File: src/rtl/mem_port_arbiter_pkg.sv
// Shared types for the IF/MEM unified-memory port arbiter.
package mem_port_arbiter_pkg;

  typedef enum logic [1:0] {
    StIdle,
    StBusyI,
    StBusyD,
    StAck
  } mpa_state_e;

  typedef enum logic {
    OwnI,
    OwnD
  } mpa_owner_e;

  // Width of a down-counter that must hold the value lat.
  function automatic int unsigned cnt_width(input int unsigned lat);
    return (lat < 2) ? 1 : $clog2(lat + 1);
  endfunction

endpackage

File: src/rtl/mem_port_arbiter_if.sv
// Pipeline-side requests/responses plus the memory-side bus of the shared port arbiter.
interface mem_port_arbiter_if #(
  parameter int unsigned ADDR_W = 16,
  parameter int unsigned DATA_W = 16
);
  logic              hlt;
  logic              if_req;
  logic [ADDR_W-1:0] if_addr;
  logic [DATA_W-1:0] if_rdata;
  logic              if_ack;
  logic              d_re;
  logic              d_we;
  logic [ADDR_W-1:0] d_addr;
  logic [DATA_W-1:0] d_wdata;
  logic [DATA_W-1:0] d_rdata;
  logic              d_ack;
  logic              stall_if;
  logic              stall_d;
  logic              mem_en;
  logic              mem_we;
  logic [ADDR_W-1:0] mem_addr;
  logic [DATA_W-1:0] mem_wdata;
  logic [DATA_W-1:0] mem_rdata;

  modport master (
    output hlt, if_req, if_addr, d_re, d_we, d_addr, d_wdata, mem_rdata,
    input  if_rdata, if_ack, d_rdata, d_ack, stall_if, stall_d,
    input  mem_en, mem_we, mem_addr, mem_wdata
  );

  modport slave (
    input  hlt, if_req, if_addr, d_re, d_we, d_addr, d_wdata, mem_rdata,
    output if_rdata, if_ack, d_rdata, d_ack, stall_if, stall_d,
    output mem_en, mem_we, mem_addr, mem_wdata
  );
endinterface

File: src/rtl/mpa_lat_counter.sv
// Access-length counter: loads LAT on accept, counts down, flags the last access cycle.
module mpa_lat_counter
  import mem_port_arbiter_pkg::*;
#(
  parameter int unsigned LAT = 2
) (
  input  logic clk,
  input  logic rst_n,
  input  logic load,
  output logic last
);
  localparam int unsigned CntW = cnt_width(LAT);

  logic [CntW-1:0] cnt_q, cnt_d;

  always_comb begin
    cnt_d = cnt_q;
    if (load) begin
      cnt_d = CntW'(LAT);
    end else if (cnt_q != '0) begin
      cnt_d = cnt_q - 1'b1;
    end
  end

  always_ff @(posedge clk or negedge rst_n) begin
    if (!rst_n) begin
      cnt_q <= '0;
    end else begin
      cnt_q <= cnt_d;
    end
  end

  assign last = (cnt_q == CntW'(1));

endmodule

File: src/rtl/mem_port_arbiter.sv
// Serialises IF fetches and MEM loads/stores onto one single-ported memory, data first.
module mem_port_arbiter
  import mem_port_arbiter_pkg::*;
#(
  parameter int unsigned ADDR_W = 16,
  parameter int unsigned DATA_W = 16,
  parameter int unsigned LAT    = 2
) (
  input logic               clk,
  input logic               rst_n,
  mem_port_arbiter_if.slave bus
);
  mpa_state_e        state_q, state_d;
  mpa_owner_e        owner_q, owner_d;
  logic [ADDR_W-1:0] mem_addr_q;
  logic [DATA_W-1:0] mem_wdata_q;
  logic [DATA_W-1:0] if_rdata_q;
  logic [DATA_W-1:0] d_rdata_q;
  logic              we_q;

  logic in_ack, busy, can_accept;
  logic d_pend, i_pend, accept_d, accept_i, accept;
  logic cnt_last, capture;
  logic if_ack, d_ack;

  assign in_ack     = (state_q == StAck);
  assign busy       = (state_q == StBusyI) || (state_q == StBusyD);
  assign can_accept = (state_q == StIdle) || in_ack;

  // The requester being acked this cycle still holds its req; it must not be re-accepted.
  assign d_pend   = (bus.d_re | bus.d_we) & ~(in_ack & (owner_q == OwnD));
  assign i_pend   = bus.if_req & ~bus.hlt & ~(in_ack & (owner_q == OwnI));
  assign accept_d = can_accept & d_pend;
  assign accept_i = can_accept & ~d_pend & i_pend;
  assign accept   = accept_d | accept_i;
  assign capture  = busy & cnt_last & ~we_q;

  mpa_lat_counter #(
    .LAT (LAT)
  ) u_lat_counter (
    .clk   (clk),
    .rst_n (rst_n),
    .load  (accept),
    .last  (cnt_last)
  );

  always_comb begin
    state_d = state_q;
    owner_d = owner_q;
    unique case (state_q)
      StIdle, StAck: begin
        if (accept_d) begin
          state_d = StBusyD;
          owner_d = OwnD;
        end else if (accept_i) begin
          state_d = StBusyI;
          owner_d = OwnI;
        end else begin
          state_d = StIdle;
        end
      end
      StBusyI, StBusyD: begin
        if (cnt_last) state_d = StAck;
      end
      default: state_d = StIdle;
    endcase
  end

  always_ff @(posedge clk or negedge rst_n) begin
    if (!rst_n) begin
      state_q <= StIdle;
      owner_q <= OwnI;
    end else begin
      state_q <= state_d;
      owner_q <= owner_d;
    end
  end

  always_ff @(posedge clk or negedge rst_n) begin
    if (!rst_n) begin
      mem_addr_q  <= '0;
      mem_wdata_q <= '0;
      we_q        <= 1'b0;
      if_rdata_q  <= '0;
      d_rdata_q   <= '0;
    end else begin
      if (accept_d) begin
        mem_addr_q  <= bus.d_addr;
        mem_wdata_q <= bus.d_wdata;
        we_q        <= bus.d_we;
      end else if (accept_i) begin
        mem_addr_q <= bus.if_addr;
        we_q       <= 1'b0;
      end
      if (capture) begin
        if (owner_q == OwnD) begin
          d_rdata_q <= bus.mem_rdata;
        end else begin
          if_rdata_q <= bus.mem_rdata;
        end
      end
    end
  end

  assign if_ack = in_ack & (owner_q == OwnI);
  assign d_ack  = in_ack & (owner_q == OwnD);

  assign bus.if_ack    = if_ack;
  assign bus.d_ack     = d_ack;
  assign bus.if_rdata  = if_rdata_q;
  assign bus.d_rdata   = d_rdata_q;
  assign bus.stall_if  = bus.if_req & ~if_ack;
  assign bus.stall_d   = (bus.d_re | bus.d_we) & ~d_ack;
  // Enable stays up through an ACK that hands the port straight to the next requester.
  assign bus.mem_en    = busy | (in_ack & accept);
  assign bus.mem_we    = busy & we_q;
  assign bus.mem_addr  = mem_addr_q;
  assign bus.mem_wdata = mem_wdata_q;

endmodule

File: src/flat_wrapper.sv
// flat-port wrapper written by rule: the top's interface ports become plain ports
module mem_port_arbiter_flat import mem_port_arbiter_pkg::*;
#(
  parameter int unsigned ADDR_W = 16,
  parameter int unsigned DATA_W = 16,
  parameter int unsigned LAT    = 2
)
  (clk, rst_n, bus_hlt, bus_if_req, bus_if_addr, bus_d_re, bus_d_we, bus_d_addr, bus_d_wdata, bus_mem_rdata, bus_if_rdata, bus_if_ack, bus_d_rdata, bus_d_ack, bus_stall_if, bus_stall_d, bus_mem_en, bus_mem_we, bus_mem_addr, bus_mem_wdata);
  mem_port_arbiter_if #(.ADDR_W(ADDR_W), .DATA_W(DATA_W)) bus_i ();
  input logic clk;
  input logic rst_n;
  input wire logic [$bits(bus_i.hlt)-1:0] bus_hlt;
  input wire logic [$bits(bus_i.if_req)-1:0] bus_if_req;
  input wire logic [$bits(bus_i.if_addr)-1:0] bus_if_addr;
  input wire logic [$bits(bus_i.d_re)-1:0] bus_d_re;
  input wire logic [$bits(bus_i.d_we)-1:0] bus_d_we;
  input wire logic [$bits(bus_i.d_addr)-1:0] bus_d_addr;
  input wire logic [$bits(bus_i.d_wdata)-1:0] bus_d_wdata;
  input wire logic [$bits(bus_i.mem_rdata)-1:0] bus_mem_rdata;
  output wire logic [$bits(bus_i.if_rdata)-1:0] bus_if_rdata;
  output wire logic [$bits(bus_i.if_ack)-1:0] bus_if_ack;
  output wire logic [$bits(bus_i.d_rdata)-1:0] bus_d_rdata;
  output wire logic [$bits(bus_i.d_ack)-1:0] bus_d_ack;
  output wire logic [$bits(bus_i.stall_if)-1:0] bus_stall_if;
  output wire logic [$bits(bus_i.stall_d)-1:0] bus_stall_d;
  output wire logic [$bits(bus_i.mem_en)-1:0] bus_mem_en;
  output wire logic [$bits(bus_i.mem_we)-1:0] bus_mem_we;
  output wire logic [$bits(bus_i.mem_addr)-1:0] bus_mem_addr;
  output wire logic [$bits(bus_i.mem_wdata)-1:0] bus_mem_wdata;
  assign bus_i.hlt = bus_hlt;
  assign bus_i.if_req = bus_if_req;
  assign bus_i.if_addr = bus_if_addr;
  assign bus_i.d_re = bus_d_re;
  assign bus_i.d_we = bus_d_we;
  assign bus_i.d_addr = bus_d_addr;
  assign bus_i.d_wdata = bus_d_wdata;
  assign bus_i.mem_rdata = bus_mem_rdata;
  assign bus_if_rdata = bus_i.if_rdata;
  assign bus_if_ack = bus_i.if_ack;
  assign bus_d_rdata = bus_i.d_rdata;
  assign bus_d_ack = bus_i.d_ack;
  assign bus_stall_if = bus_i.stall_if;
  assign bus_stall_d = bus_i.stall_d;
  assign bus_mem_en = bus_i.mem_en;
  assign bus_mem_we = bus_i.mem_we;
  assign bus_mem_addr = bus_i.mem_addr;
  assign bus_mem_wdata = bus_i.mem_wdata;
  mem_port_arbiter #(.ADDR_W(ADDR_W), .DATA_W(DATA_W), .LAT(LAT)) u_core (.clk(clk), .rst_n(rst_n), .bus(bus_i));
endmodule
File: config.mk
export PLATFORM = sky130hd
export DESIGN_NAME = mem_port_arbiter_flat
export DESIGN_NICKNAME = d
export VERILOG_FILES = /design/src/rtl/mem_port_arbiter_pkg.sv /design/src/rtl/mem_port_arbiter_if.sv /design/src/rtl/mpa_lat_counter.sv /design/src/rtl/mem_port_arbiter.sv /design/src/flat_wrapper.sv
export SDC_FILE = /design/constraint.sdc
export NUM_CORES = 1
export LEC_CHECK = 0
export BUFFER_PORTS_ARGS = -buffer_cell sky130_fd_sc_hd__buf_2
export CORE_ASPECT_RATIO = 1.25
export CORE_MARGIN = 2
export CORE_UTILIZATION = 40
export CTS_CLUSTER_DIAMETER = 50
export DETAILED_ROUTE_END_ITERATION = 10
export PLACE_DENSITY = 0.85
export SETUP_SLACK_MARGIN = 0.02
export SYNTH_ARGS = -nofsm -noshare
export SYNTH_HDL_FRONTEND = slang
export SYNTH_HIERARCHICAL = 1
export SYNTH_SLANG_ARGS = --single-unit
File: constraint.sdc
create_clock -name clk -period 1.8 [get_ports clk]
set_input_delay 0.36 -clock clk [delete_from_list [all_inputs] [get_ports clk]]
set_output_delay 0.36 -clock clk [all_outputs]
set_load 0.05 [all_outputs]
==> impl_metrics.ini, run 1 <==
[place]
place_congestion = 0.8082
placement.setup.worst_slack_ps = 3.160
numPortBuffers = 139
hpwlAfterDp_mm = 5.046

[drt]
number_of_design_rule_violations_left_after_detail_routing = 0
drt-initial-drc-count = 94
route.vias.total = 2392
route.antenna.remaining_nets = 0
vias_per_cell = 4.942
route.final.wire_length_mm = 7.599
detailedRoute.firstPassIterationCount = 4
post_dr_wirelength_cell_um = 15.70

[clock_tree]
cts_made_buffers = 9
clock_tree.root_cell = clkbuf_8
cts_htree_levels = 3
numClockSinks = 70
cts.path.max_buffers = 2
insertion_delay_ps = 340
cts_tree = yes
worst_setup_hold_path_clk_slew_ps = 80

[synthesis]
net_count_after_synthesis = 304
postSynthCellCount = 231
avg_synthesized_cell_area_um2 = 13.11
flop_and_latch_count_out_of_synthesis = 70
synth_cell_types = 30
synth_top_area_cell = dfrtp_1
synthesis.yosys.warnings = 6
synth_area_um2 = 3029
top_area_cell_type_share_of_the_netlist_area = 0.5783
synth.yosys.seq_area_share = 0.5783
synthTopCellsByArea = dfrtp_1, mux2_2, inv_1

[worst_setup_path]
critical_path.n_buffers_inverters = 3
setup.worst_path.end_class = flop
rrSetupSlack_ps = -7
worstPathRequired_ps = 2030
maximum_single_stage_delay_on_the_critical_path_ps = 410
cells_traversed_along_the_worst_timing_path = ha_4 -> buf_4 -> nor4bb_4 -> buf_4 -> clkbuf_16 -> mux2_2
worstRegToRegCells = 6
launch_point_of_the_worst_reg_to_reg_path = u_core/state_q[1]
crit_path_start_kind = flop
critical-path-top-delay-family = buffers and inverters
crit_slowest_cell = dfrtp_1
critPathArrivalTime_ps = 2030
crit_top_cell = buf_4
setup.worst_path.class = reg -> reg
rr_endpoint = u_core/bus.if_rdata[9]
worstPathMaxFanout = 8

[floorplan]
num_io_pins = 140
die_area_um2 = 8289
floorplan.initialDensity = 0.4117
design.core.area_um2 = 7357
placement_rows = 35
die_height_um = 101.3
die-width_um = 81.84

[timing]
final.hold.worst_slack_ps = 32.56
fin_skew_ps = 9.018
setup_viol = 4
setup_repair_after_global_routing_missed_its_margin = yes
max_clock_freq_ghz = 0.5535
final_critical_path_setup_slack_ps = -6.658
fin_setup_tns_ps = -17.29
finalMaxSlewViolations = 0
final_hold_viol_count = 0
worstMarginPinSlew_ps = 373.2
period_minus_slack_ps = 1807
slew_headroom = 0.7512
layout_worst_path_cycle_share = 1.004

[final_layout]
finish.net_count = 461
final_cell_mix = buf_2, dfrtp_1, mux2_2, inv_1, nor3_1
area_growth_pct = 45.15
final_core_util = 0.5976
insertedDiodeCount = 0
layout.cells.most_common = buf_2
drive_gt1_frac = 0.6327

[global_routing]
global_route.overflow_total = 0
globalRouteTotalUtil = 0.1820
grt_pass1_vias = 2473
grt_start_max_net_pins = 71
grt_first_pass_wirelength_mm = 11.43
grt_antenna_before_repair = 0

[outcome]
violated_checks = setup timing
outcome = finished, violations left

[worst_hold_path]
worstHoldPathType = in -> async

[job]
max-cap-violations = 0
-- routing by layer --
metal | track usage | wire, µm
met3 | 0.04011 | 383
met4 | 0.08718 | 117
met2 | 0.3158 | 4136
met5 | 0 | 0
met1 | 0.2099 | 2961
-- cells in the mapped netlist, drive strengths merged --
library cell  number
nor2               3
a21o               3
mux2              48
ha                 3
nand4b             1
nor2b              2
dfrtp             70
nor4bb             1
or3                1
a221oi            16
o2bb2ai            1
buf               10
nand2b             4
clkbuf             3
nor3              17
nand2              1
a221o              1
xor2               1
a22o               1
a21oi              2
or3b               1
o21ai              3
inv               37
and2               1
-- layout make-up --
class	instances	area [µm²]
clock buffers	9	123.9
inverters	37	141.4
well taps	92	115.1
multi-input cells	111	1185
flip-flops and latches	70	1753
clock inverters	6	86.33
repair buffers	159	992.2
fillers	596	2960
-- worst max path at each step --
stage	startpoint	slack, ps	cells after the start	end
after CTS	u_core/state_q[1]	-8	4	bus_mem_we
after global placement	u_core/state_q[0]	70	5	u_core/bus.mem_addr[3]
after detailed placement	u_core/state_q[0]	3	5	u_core/bus.mem_addr[1]
after global routing	u_core/state_q[1]	-70	6	u_core/bus.if_rdata[13]
final	u_core/state_q[1]	-7	6	u_core/bus.if_rdata[9]
after floorplan	u_core/state_q[0]	9	6	u_core/bus.mem_addr[5]
-- through the flow --
step / area [µm²] / std cells
6_report: 4397 / 484
5_1_grt: 4397 / 484
4_1_cts: 4257 / 480
3_5_place_dp: 3964 / 461
3_3_place_gp: 3964 / 461
2_1_floorplan: 3053 / 231
-- cells by family after synthesis --
logic type	count (synthesis)	share of synthesized area
flops	70	0.5783
buf+inv	50	0.07600
mux	48	0.1784
simple gates	32	0.06113
compound gates	27	0.09087
fa+ha+maj	3	0.01239
xor+xnor	1	0.002892
-- flip-flops by register name, summed over array words and instances (netlist names) --
| name | cells |
|---|---|
| u_core/bus.mem_wdata | 16 |
| u_core/state_q | 2 |
| u_core/u_lat_counter/cnt_q | 2 |
| u_core/bus.d_rdata | 16 |
| u_core/bus.mem_addr | 16 |
| u_core/owner_q | 1 |
| u_core/we_q | 1 |
| u_core/bus.if_rdata | 16 |
-- repair_timing --
| item | in CTS | in global routing |
|---|---|---|
| setup endpoints to repair | 10 | 55 |
| cloned | 0 | 1 |
| endpoints found under the hold margin | 0 | 0 |
| pin swaps | 1 | 1 |
| hold buffers | 0 | 0 |
| setup buffers | 4 | 3 |
| gates resized for setup | 14 | 23 |
Power of run 1 is not shown: default switching activity piles up to over one toggle a cycle in this logic, so the estimate is an artifact.
==> run 2: changes to the inputs <==
- CORE_ASPECT_RATIO: 1.25 -> not set
==> run 2 against run 1 <==
The run still ends with setup timing left. Core utilization up 1.1 points. Global-route usage up 0.096 points. Sequential share of layout area down 0.39 points. Register-to-register slack better by 20 ps. Fmax down 0.73%. First-iteration DRC count up 47%. Final area up 1.0%. Sequential cell count unchanged. Cell count up 2.1%. Clock-buffer cell count up 2. Clock skew down 0.78 ps. Via count down 0.67%. Critical path type is now reg -> out. Critical endpoint is now bus_mem_en.
==> impl_metrics.ini, run 2 (synthesis results as in run 1) <==
[worst_setup_path]
setup.worst_path.class = reg -> out
setup.worst_path.end_class = output port
rrSetupSlack_ps = 10
worstPathRequired_ps = 1440
crit_slowest_cell = dfrtp_1
worstPathMaxFanout = 4
crit_path_start_kind = flop
cells_traversed_along_the_worst_timing_path = ha_4 -> buf_6 -> a21o_4 -> buf_12
worstRegToRegCells = 7
timing.critical_path.from = u_core/state_q[1]
maximum_single_stage_delay_on_the_critical_path_ps = 410
critPathArrivalTime_ps = 1460
launch_point_of_the_worst_reg_to_reg_path = u_core/owner_q

[job]
max-cap-violations = 0

[global_routing]
global_route.overflow_total = 0
grt_antenna_before_repair = 0
globalRouteTotalUtil = 0.1829
grt_first_pass_wirelength_mm = 12.05
grt_pass1_vias = 2505
grt_start_max_net_pins = 71

[timing]
final_critical_path_setup_slack_ps = -19.92
max_clock_freq_ghz = 0.5495
finalMaxSlewViolations = 0
slew_headroom = 0.7432
fin_skew_ps = 8.240
layout_worst_path_cycle_share = 1.011
final_hold_viol_count = 0
final.hold.worst_slack_ps = 40.03
setup_repair_after_global_routing_missed_its_margin = yes
setup_viol = 2
period_minus_slack_ps = 1820
worstMarginPinSlew_ps = 385.2

[drt]
route.antenna.remaining_nets = 0
vias_per_cell = 4.810
number_of_design_rule_violations_left_after_detail_routing = 0
detailedRoute.firstPassIterationCount = 5
drt-initial-drc-count = 138
route.vias.total = 2376
post_dr_wirelength_cell_um = 15.32
route.final.wire_length_mm = 7.569

[clock_tree]
numClockSinks = 70
cts_made_buffers = 9
cts.path.max_buffers = 2
worst_setup_hold_path_clk_slew_ps = 70
cts_htree_levels = 3
cts_hold_repair.buffers = 0
cts_tree = yes
insertion_delay_ps = 340
clock_tree.root_cell = clkbuf_8

[worst_hold_path]
worstHoldPathType = in -> async

[place]
place_congestion = 0.7324
hpwlAfterDp_mm = 5.147
dpl.cell_count = 467
numPortBuffers = 139
post_dp_cell_area_um2 = 3953

[floorplan]
die_area_um2 = 8285
floorplan.initialDensity = 0.4154
die-width_um = 91.02
die_height_um = 91.02
design.core.area_um2 = 7292
placement_rows = 31
num_io_pins = 140

[final_layout]
post_layout_nonfiller_instances = 494
finish.net_count = 463
area_growth_pct = 46.59
drive_gt1_frac = 0.6228
layout.cells.most_common = buf_2
final_cell_mix = buf_2, dfrtp_1, mux2_2, inv_1, nor3_1
design_area_um2 = 4441
insertedDiodeCount = 0

[outcome]
outcome = finished, violations left
violated_checks = setup timing
==> run 2: cell count changes in the layout (fill, tap and decap cells not counted), moves of 2 or more <==
cell / change
clkinv_2: -2
a221oi_2: -4
clkbuf_8: +2
a221oi_1: +4
buf_8: +4
mux2_4: +2
==> run 2: layout make-up <==
cell class,instances,area (µm²)
fillers,628,2851
inverters,37,138.9
multi-input cells,111,1157
clock inverters,5,105.1
flip-flops and latches,70,1753
repair buffers,161,1011
clock buffers,11,151.4
well taps,99,123.9
==> run 2: worst paths after layout <==
| kind | endpoint |
|---|---|
| max | bus_mem_en |
| min in group clk | u_core/bus.mem_wdata[2] |
| max in group asynchronous | u_core/bus.mem_wdata[6] |
| max reg2reg | u_core/bus.mem_wdata[14] |
| min reg2reg | u_core/bus.if_rdata[9] |
| min | u_core/bus.mem_wdata[11] |
==> run 2: repair_timing <==
item | 4_1_cts | 5_1_grt
cloned | 0 | 1
setup buffers | 6 | 4
endpoints found under the setup margin | 15 | 55
resized for setup | 20 | 23
pin swaps | 1 | 1
==> run 2: routing by layer <==
metal,GRT usage,wire length [µm]
met5,0,0
met4,0.06439,48
met3,0.05975,468
met2,0.3086,3934
met1,0.2193,3117
==> run 2: through the flow <==
step                      setup slack [ps]    util  setup TNS [ps]
after global routing                -86.37  0.6090          -934.9
after global placement               79.75  0.5420               0
after CTS                           -32.55  0.5933          -61.57
after floorplan                      9.186       -               0
after detailed placement            -17.98  0.5420          -47.64
final                               -19.92  0.6090          -21.56
==> run 2: critical path, delay by kind of cell (launching register included) <==
kind | cells | cell delay [ps]
AO/OA/AOI/OAI | 1 | 180
adder cells (fa/ha/maj) | 1 | 270
buffers and inverters | 2 | 260
flip-flops | 1 | 410
Power of run 2 is left out for the same reason.
==> run 3: changes to the inputs <==
- RECOVER_POWER: not set -> 100
==> run 3 against run 2 <==
The flow still finishes with violations (setup timing). Clock skew rose by 1.7 ps. Largest cell class unchanged. Fmax decreased by 0.30%. Critical path depth increased by 3. Hold slack better by 210 ps. Highest routed layer unchanged.
==> impl_metrics.ini, run 3 (synthesis results as in run 1) <==
[drt]
route.antenna.remaining_nets = 0
drt-initial-drc-count = 107
detailedRoute.firstPassIterationCount = 4
route.final.wire_length_mm = 7.601
route.vias.total = 2378
vias_per_cell = 4.814
number_of_design_rule_violations_left_after_detail_routing = 0
post_dr_wirelength_cell_um = 15.39

[worst_setup_path]
critPathArrivalTime_ps = 2040
worstPathRequired_ps = 2020
worstPathMaxFanout = 8
crit_path_start_kind = flop
setup.worst_path.end_class = flop
worstRegToRegCells = 7
launch_point_of_the_worst_reg_to_reg_path = u_core/owner_q
rr_endpoint = u_core/bus.mem_wdata[11]
timing.critical_path.from = u_core/owner_q
rrSetupSlack_ps = -30
setup.worst_path.class = reg -> reg

[timing]
slew_headroom = 0.3576
setup_repair_after_global_routing_missed_its_margin = yes
fin_skew_ps = 9.917
worstMarginPinSlew_ps = 963.7
setup_viol = 8
finalMaxSlewViolations = 0
final_hold_viol_count = 0
final.hold.worst_slack_ps = 251.1
period_minus_slack_ps = 1825
layout_worst_path_cycle_share = 1.014
final_critical_path_setup_slack_ps = -25.40
max_clock_freq_ghz = 0.5478

[floorplan]
placement_rows = 31
die-width_um = 91.02
die_height_um = 91.02
design.core.area_um2 = 7292
floorplan.initialDensity = 0.4154
num_io_pins = 140
die_area_um2 = 8285

[clock_tree]
clock_tree.root_cell = clkbuf_8
worst_setup_hold_path_clk_slew_ps = 80
cts.path.max_buffers = 2
cts_tree = yes
insertion_delay_ps = 340
cts_hold_repair.buffers = 0
cts_htree_levels = 3
numClockSinks = 70
cts_made_buffers = 9

[final_layout]
area_growth_pct = 42.92
drive_gt1_frac = 0.4608
layout.cells.most_common = buf_2
finish.net_count = 463
final_cell_mix = buf_2, dfrtp_1, clkbuf_1, mux2_2, inv_1
insertedDiodeCount = 0

[place]
place_congestion = 0.7324
numPortBuffers = 139
hpwlAfterDp_mm = 5.147

[outcome]
outcome = finished, violations left
violated_checks = setup timing

[worst_hold_path]
min_from = bus_d_wdata[2]
whs_endpoint = u_core/bus.mem_wdata[2]
whs_path_depth = 2
worstHoldPathType = in -> reg

[global_routing]
grt_first_pass_wirelength_mm = 12.05
global_route.overflow_total = 0
grt_start_max_net_pins = 71
grt_pass1_vias = 2505
globalRouteTotalUtil = 0.1829
grt_antenna_before_repair = 0

[job]
max-cap-violations = 0
run 3: cell count changes in the layout (fill, tap and decap cells not counted):
cell / change
buf_12: -2
buf_2: -63
buf_6: -1
clkbuf_1: +64
clkbuf_4: +2
run 3: final cells by class:
cell class                 count  area [µm²]
clock buffer                  11       151.4
clock inverter                 5       105.1
tap                           99       123.9
sequential                    70        1753
multi-input combinational    111        1157
fill                         653        2963
inverter                      37       138.9
timing repair buffer         161       899.6
run 3: critical path, stage by stage (launching register included):
cell and delay [ps]:
dfrtp_2 440, buf_4 160, o2bb2ai_2 140, buf_2 150
buf_6 140, nor2_4 180, buf_8 170, mux2_2 330
run 3: routing by layer:
layer  share of wire  vias up  GRT usage
met1            0.41     1171     0.2193
met2            0.52       86     0.3086
met3           0.059        7    0.05975
met5               0        -          0
met4          0.0083        0    0.06439
li1                -     1114          -
run 3: per-stage QoR:
step           cell area [µm²]  setup TNS, ps  setup slack [ps]    util  instances
6_report                  4329         -107.2            -25.40  0.5937        494
3_3_place_gp              3953              0             79.75  0.5420        467
2_1_floorplan             3053              0             9.186       -        231
4_1_cts                   4327         -61.57            -32.55  0.5933        489
3_5_place_dp              3953         -47.64            -17.98  0.5420        467
5_1_grt                   4329          -1350            -86.37  0.5937        494
run 3: worst max-delay path by stage:
stage,cells past startpoint,end
4_1_cts,4,bus_mem_en
3_5_place_dp,5,u_core/bus.mem_addr[2]
5_1_grt,5,bus_stall_if
6_report,7,u_core/bus.mem_wdata[11]
3_3_place_gp,4,bus_mem_we
2_1_floorplan,6,u_core/bus.mem_addr[5]
run 3: timing repair:
action                                  4_1_cts  5_1_grt
setup buffers                                 6        4
endpoints found under the setup margin       15       55
resized for setup                            20       23
pin swaps                                     1        1
gates cloned                                  0        1
Power of run 3 is left out for the same reason.
